`src/rtl/queue_fifo_ctrl.sv`:
```
// First-word fall-through FIFO with valid/ready on both sides.
// Emits net inc/dec strobes for a downstream occupancy counter.
module queue_fifo_ctrl #(
  parameter int DATA_W = 32,
  parameter int DEPTH  = 16
) (
  input  logic                     clock,
  input  logic                     reset,
  input  logic                     flush,
  input  logic                     in_valid,
  output logic                     in_ready,
  input  logic [DATA_W-1:0]        in_data,
  output logic                     out_valid,
  input  logic                     out_ready,
  output logic [DATA_W-1:0]        out_data,
  output logic [$clog2(DEPTH):0]   count,
  output logic                     full,
  output logic                     empty,
  output logic                     inc,
  output logic                     dec
);

  localparam int ADDR_W = $clog2(DEPTH);
  localparam logic [ADDR_W:0] FULL_CNT = (ADDR_W+1)'(DEPTH);

  logic [ADDR_W-1:0] wr_ptr_q, wr_ptr_d;
  logic [ADDR_W-1:0] rd_ptr_q, rd_ptr_d;
  logic [ADDR_W:0]   count_q, count_d;
  logic [DATA_W-1:0] mem_q [DEPTH];
  logic              push, pop;

  assign full      = (count_q == FULL_CNT);
  assign empty     = (count_q == '0);
  assign count     = count_q;
  assign in_ready  = !full & !flush & !reset;
  assign out_valid = !empty;
  assign out_data  = mem_q[rd_ptr_q];

  // A pop during flush or reset is dropped so the counter sees no strobe.
  assign push = in_valid & in_ready;
  assign pop  = out_valid & out_ready & !flush & !reset;
  assign inc  = push & !pop;
  assign dec  = pop & !push;

  always_comb begin
    wr_ptr_d = wr_ptr_q;
    rd_ptr_d = rd_ptr_q;
    count_d  = count_q;
    if (flush) begin
      wr_ptr_d = '0;
      rd_ptr_d = '0;
      count_d  = '0;
    end else begin
      if (push) wr_ptr_d = wr_ptr_q + ADDR_W'(1);
      if (pop)  rd_ptr_d = rd_ptr_q + ADDR_W'(1);
      if (inc)
        count_d = count_q + (ADDR_W+1)'(1);
      else if (dec)
        count_d = count_q - (ADDR_W+1)'(1);
    end
  end

  always_ff @(posedge clock) begin
    if (reset) begin
      wr_ptr_q <= '0;
      rd_ptr_q <= '0;
      count_q  <= '0;
    end else begin
      wr_ptr_q <= wr_ptr_d;
      rd_ptr_q <= rd_ptr_d;
      count_q  <= count_d;
    end
  end

  always_ff @(posedge clock) begin
    if (push) mem_q[wr_ptr_q] <= in_data;
  end

endmodule

```
`config.mk`:
```
export PLATFORM = sky130hd
export DESIGN_NAME = queue_fifo_ctrl
export DESIGN_NICKNAME = d
export VERILOG_FILES = /design/src/rtl/queue_fifo_ctrl.sv
export SDC_FILE = /design/constraint.sdc
export NUM_CORES = 1
export LEC_CHECK = 0
export BUFFER_PORTS_ARGS = -buffer_cell sky130_fd_sc_hd__buf_2
export CORE_MARGIN = 4
export CORE_UTILIZATION = 55
export CTS_BUF_LIST = sky130_fd_sc_hd__clkbuf_8
export DETAILED_ROUTE_END_ITERATION = 16
export PLACE_DENSITY_LB_ADDON = 0.1
export SLEW_MARGIN = 20
export SYNTH_ARGS = -nofsm -noshare
export SYNTH_HDL_FRONTEND = slang
export SYNTH_SLANG_ARGS = --single-unit
```
`constraint.sdc`:
```
create_clock -name clock -period 4.7 [get_ports clock]
set_input_delay 0.235 -clock clock [delete_from_list [all_inputs] [get_ports clock]]
set_output_delay 0.235 -clock clock [all_outputs]
set_load 0.005 [all_outputs]
```
==> results of run 1 <==
## kinds of logic (layout without fill, tap and decap cells)
group	count (synthesis)	after routing
multiplexers	131	131
XOR/XNOR	7	7
flip-flops	529	529
buffers and inverters	57	272
adder cells (fa/ha/maj)	11	11
AO/OA/AOI/OAI	79	79
AND/OR/NAND/NOR	89	89
## worst paths after layout
check                                 start            to  cells after the start
worst min-delay path            in_data[13]  mem_q[8][13]                      1
worst min register to register  rd_ptr_q[3]   rd_ptr_q[3]                      2
worst max register to register     count[0]      count[4]                     10
worst max-delay path               register  out_data[16]                      5
## sequential cells by signal, summed over array words and instances, names as in the netlist, named ones only
name	flops
rd_ptr_q	4
count	5
wr_ptr_q	4
mem_q	512
## layout by cell type (no fill, tap or decap), types with 3 or more instances in the layout
| cell type | count |
|---|---|
| dlygate4sd3_1 | 30 |
| nand3_1 | 6 |
| inv_1 | 39 |
| clkbuf_8 | 87 |
| nor2b_4 | 3 |
| dfxtp_1 | 15 |
| mux2i_1 | 3 |
| xnor2_1 | 4 |
| clkinv_2 | 4 |
| a22oi_1 | 64 |
| and3_2 | 12 |
| nand2_1 | 35 |
| ha_1 | 10 |
| and2_1 | 3 |
| mux4_2 | 128 |
| xor2_1 | 3 |
| buf_12 | 5 |
| nor2_1 | 15 |
| edfxtp_1 | 512 |
| a21oi_1 | 6 |
| buf_2 | 79 |
| clkinv_1 | 18 |
| buf_4 | 9 |
## final cells by class
cell class	instances	area share
Clock inverter	55	0.00943
Inverter	7	0.00115
Sequential cell	529	0.689
Tap cell	461	0.0253
Timing Repair Buffer	123	0.0378
Clock buffer	87	0.0525
Multi-Input combinational cell	317	0.185
## worst max-delay path, stage by stage, from the launching register on
cell and delay (ns):
dfxtp_4 0.94, buf_4 0.38, mux4_2 0.54, a22oi_1 0.24, nand2_1 0.14, buf_2 0.15
## power breakdown
| group | switching (W) | internal [W] | total [W] |
|---|---|---|---|
| Clock | 0.00164 | 0.00169 | 0.00334 |
| Sequential | 0.0000144 | 0.00518 | 0.00520 |
| Combinational | 0.000134 | 0.000108 | 0.000241 |
## metal layers
metal / wire length (um) / part of all wire / vias up / GRT usage
li1: - / - / 4133 / -
met1: 17100 / 0.44 / 4963 / 0.295
met2: 18900 / 0.49 / 253 / 0.314
met3: 1920 / 0.050 / 73 / 0.0371
met4: 853 / 0.022 / 0 / 0.0646
met5: 0 / 0 / - / 0
## through the flow
stage,std cells,power (W),util,setup WS (ns)
6_report,1579,0.00878,0.637,1.42
5_1_grt,1579,0.00913,0.637,1.16
4_1_cts,1579,0.00888,0.637,1.29
3_5_place_dp,1407,0.00552,0.589,1.53
3_3_place_gp,1407,0.00552,0.589,1.62
2_1_floorplan,903,0.00541,-,0.786
## what timing repair did
action / CTS / global route
hold buffers: 30 / 0
buffers inserted: 0 / 0
hold endpoints to repair: 419 / 0
==> results.md, run 1 <==
- WL final: 38700 um
- Synth top area cells: edfxtp_1 (76%), mux4_2 (14%), a22oi_1 (2.4%), dfxtp_1 (1.7%), nand2_1 (0.65%)
- Seq. cell area: 15700 um^2
- Critical Path AT: 3.04 ns
- Clock H-tree levels: 3
- Synth Area in Adders: 0.00721
- Layout Skew: 0.0159 ns
- Synth cell count leaders: edfxtp_1 (512), mux4_2 (128), a22oi_1 (64)
- Max IR drop VDD: 0.000301 V
- Fin crit share: 0.697
- Synth Area per Inst: 22.3 um^2
- Number of I/O pins: 80
- Complex-gate fraction of the synthesized area: 0.0290
- Largest family of logic cells by synthesized area: multiplexers
- Max cap viols: 0
- Post-synth top area cell: edfxtp_1
- Max clock buf depth: 3
- Vias in the first global route: 10200
- Gpl congestion: 0.743
- Setup crit end kind: output pin
- Critical path class: reg -> out
- NumNets Final: 1110
- Worst-path clk slew: 0.06 ns
- Hold/Removal Path Class: in -> reg
- Final hold slack: 0.0407 ns
- Fin area: 22800 um^2
- Run status: completed
- Number of buffers added on ports: 79
- Startpoint Class: register
- Most common flop cell mapped by yosys: edfxtp_1
- Multi-input gate area: 4210 um^2
- Antenna violation net count after detailed routing: 0
- First-pass GRT wire length: 59800 um
- Area share of the largest cell type after synthesis: 0.764
- Cts repair resizes: 0
- Xor/xnor share of the synthesized area: 0.00305
- Min Clock Period, post-route: 3.28 ns
- Ys async rst share: 0
- DRC: 0
- Largest net degree at the start of global routing: 61
- Die area: 39700 um^2
- Post-Syn Instances: 903
- GRT overflow: 0
- Layout cells sized above 1: 0.304
- Fmax: 305 MHz
- Synth Area in Simple Gates: 0.0218
- Skew-Pair Late Insertion Delay: 0.60 ns
- Num CTS Buffers: 84
- TritonRoute pass-1 iters: 5
- Overall routing resource usage: 0.201
- Lkg Pwr: 7.38 nW
- Cell Rows: 69
- Final slew viol count: 0
- Crit path max fanout: 41
- Die Wd: 199 um
- Fin Setup TNS: 0 ns
- Initial antenna violation count: 0
- Synth cell types: 36
- Fin. Hold Viols: 0
- P per Cell Area: 385 nW/um^2
- Synth Register Bits: 529
- Number of synthesized flops with an enable pin: 512
- Worst slew pin tran: 1.12 ns
- Clock root buffer: clkbuf_8
- Mux share of post-synthesis cell area: 0.145
- Clk sinks: 529
- Vias per cell: 5.97
- Part of the Yosys area used for sequential elements: 0.781
- HPWL after DPL: 20700 um
- Die Ht: 199 um
- RSZ-0062 raised after global routing: no
- Core box area: 35800 um^2
- Setup slack, reg-to-reg: 1.79 ns
- Most frequent cell after synthesis: edfxtp_1
- Crit path required time: 4.47 ns
- Final setup vio count: 0
- Syn_nets: 951
- DP Area: 21100 um^2
- CTS tree: built
- P&R area growth vs syn: 13.4%
- Ys Warns: 0
- Initial core utilization: 0.561
- Routed wire per std cell: 24.5 um
- Fillers: 2394
- Antenna diode count: 0
- Post-synthesis instance area: 20100 um^2
- Via Count: 9422
- 1st-iter DRT viols: 708
- Max_slew headroom: 0.251
Power figures use the tool's default switching activity.
==> run 2, diff against run 1 <==
ABC_AREA = 1   (was not set)
clock period = 3 ns   (was 4.7 ns; I/O delays follow)
==> run 2 against run 1 <==
Net effect: utilization down 0.11 points; final cell count is 66% higher; sequential power rose by 56%; largest power group unchanged; highest routed layer is now met5.
==> results.md, run 2 <==
- Run status: completed
- Core box area: 38700 um^2
- Initial antenna violation count: 1
- Antenna diode count: 0
- Synth Area per Inst: 11.4 um^2
- Critical Path AT: 3.28 ns
- Most common flop cell mapped by yosys: edfxtp_1
- Lkg Pwr: 9.36 nW
- Min Clock Period, post-route: 2.74 ns
- FF-to-FF End: count[4]
- Synth cell types: 24
- Clock root buffer: clkbuf_8
- Final setup vio count: 0
- Routed wire per std cell: 19.3 um
- DRC: 0
- First-pass GRT wire length: 78400 um
- Setup crit end kind: register
- Worst slew pin tran: 1.02 ns
- GRT overflow: 0
- Crit path required time: 3.54 ns
- Max_slew headroom: 0.318
- Hold/Removal Path Class: in -> reg
- Ys Warns: 0
- P&R area growth vs syn: 13.9%
- Die Wd: 206 um
- Max clock buf depth: 3
- Gpl congestion: 0.806
- Most common cell after layout, fill and taps aside: nand2_1
- Area share of the largest cell type after synthesis: 0.711
- Layout cells sized above 1: 0.118
- Ys async rst share: 0
- Final hold slack: 0.404 ns
- Layout Skew: 0.0342 ns
- Worst reg2reg path startpoint: count[0]
- Via Count: 14200
- Initial core utilization: 0.558
- Max cap viols: 0
- Max reg flops: 512
- Cells on worst reg2reg path: 13
- Vias in the first global route: 14000
- Post-synth top area cell: edfxtp_1
- Hold depth: 4
- RSZ-0062 raised after global routing: no
- Number of synthesized flops with an enable pin: 512
- Synth cell count leaders: nand2_1 (612), edfxtp_1 (512), nand3_1 (200)
- CTS tree: built
- Syn_nets: 1946
- Clock H-tree levels: 3
- Num CTS Buffers: 86
- Post-Syn Instances: 1898
- 1st-iter DRT viols: 1313
- Vias per cell: 5.42
- Die Ht: 206 um
- Crit path max fanout: 8
- Clk sinks: 529
- Number of I/O pins: 80
- Synth Register Bits: 529
- Pre-CTS setup slack: 0.603 ns
- HPWL after DPL: 25500 um
- Worst Hold Launch: in_valid
- TritonRoute pass-1 iters: 5
- Post-synthesis instance area: 21600 um^2
- Die area: 42500 um^2
- Max IR drop VDD: 0.000382 V
- Cell Rows: 72
- Fin crit share: 0.912
- Overall routing resource usage: 0.240
- Startpoint Class: primary input
- Largest net degree at the start of global routing: 104
- Fmax: 365 MHz
- Setup slack, reg-to-reg: 0.58 ns
- Commonest non-fill, non-tap cells in the layout: nand2_1 (612), edfxtp_1 (512), nand3_1 (200)
- Antenna violation net count after detailed routing: 0
- Skew-Pair Late Insertion Delay: 0.64 ns
- Number of buffers added on ports: 79
- Fin. Hold Viols: 0
- WL final: 50500 um
- Worst-path clk slew: 0.06 ns
- P per Cell Area: 578 nW/um^2
- Most frequent cell after synthesis: nand2_1
- Synth top area cells: edfxtp_1 (71%), nand2_1 (11%), nand3_1 (4.6%), nor2_1 (3.3%), o21ai_0 (2.3%)
- Part of the Yosys area used for sequential elements: 0.727
- Fin worst setup slack: 0.264 ns
- Reg with most FFs: mem_q
- Worst Hold End: wr_ptr_q[2]
- Critical path class: in -> reg
- NumNets Final: 2086
- Final slew viol count: 0
run 2: changes by cell type after synthesis, moves of 64 or more:
cell	before	now
a22oi_1	64	0
nand3_1	6	200
nand2_1	35	612
o21ai_0	0	100
inv_1	7	72
nor2_1	17	189
mux4_2	128	0
run 2: cell type report:
type	instances	area, um^2
flip-flops and latches	529	15700
fillers	3044	14100
multi-input cells	1187	5210
repair buffers	159	1240
clock buffers	88	1210
well taps	518	648
clock inverters	66	299
inverters	75	292
run 2: worst max path at each step:
| stage | startpoint | endpoint | slack (ns) | depth (start not counted) |
|---|---|---|---|---|
| global route | flush | count[4] | 0.05 | 16 |
| floorplan | count[0] | mem_q[1][0] | -0.70 | 5 |
| CTS | register | out_data[21] | 0.22 | 8 |
| detailed placement | count[0] | count[4] | 0.60 | 14 |
| finish | flush | count[4] | 0.26 | 16 |
| global placement | count[0] | count[4] | 0.63 | 14 |
run 2: repair_timing:
action	in CTS	in global routing
hold endpoints to repair	526	0
setup buffers	0	0
resized for setup	0	1
hold buffers	38	0
setup endpoints to repair	0	1
run 2: cell families (layout without fill, tap and decap cells):
group           count (synthesis)  count (layout)  synth area share
xor+xnor                        1               1          0.000405
compound gates                157             157            0.0399
simple gates                 1018            1018             0.190
fa+ha+maj                      11              11           0.00672
flops                         529             529             0.727
buf+inv                       182             388            0.0359
run 2: stage by stage:
step           cell area [um^2]  utilization  power (W)  TNS (ns)  cells
2_1_floorplan             21600            -    0.00858   -253.63   1898
3_3_place_gp              22700        0.587    0.00881         0   2430
3_5_place_dp              22700        0.587    0.00882         0   2430
4_1_cts                   24600        0.636     0.0144         0   2622
5_1_grt                   24600        0.636     0.0148         0   2622
6_report                  24600        0.636     0.0142         0   2622
run 2: report_power, final:
group	leakage [nW]	switching [W]	internal, W
registers	4.75	0.00000988	0.00812
clock network	0.895	0.00272	0.00280
logic	3.72	0.000384	0.000190
run 2: metal layers:
metal / GRT usage / wire [um]
met1: 0.334 / 22000
met2: 0.397 / 24700
met3: 0.0381 / 2920
met4: 0.0696 / 913
met5: 0 / 7
run 2: critical path, stage by stage:
cell and delay (ns):
dlygate4sd3_1 0.53, buf_2 0.12, nor2_1 0.21, dlygate4sd3_1 0.66, inv_1 0.15, nor2_1 0.17, inv_1 0.06, ha_1 0.22
inv_2 0.12, ha_1 0.25, or2_2 0.31, nand2_1 0.07, nand2_1 0.05, nand2_1 0.05, nand2_1 0.04, a21oi_1 0.12
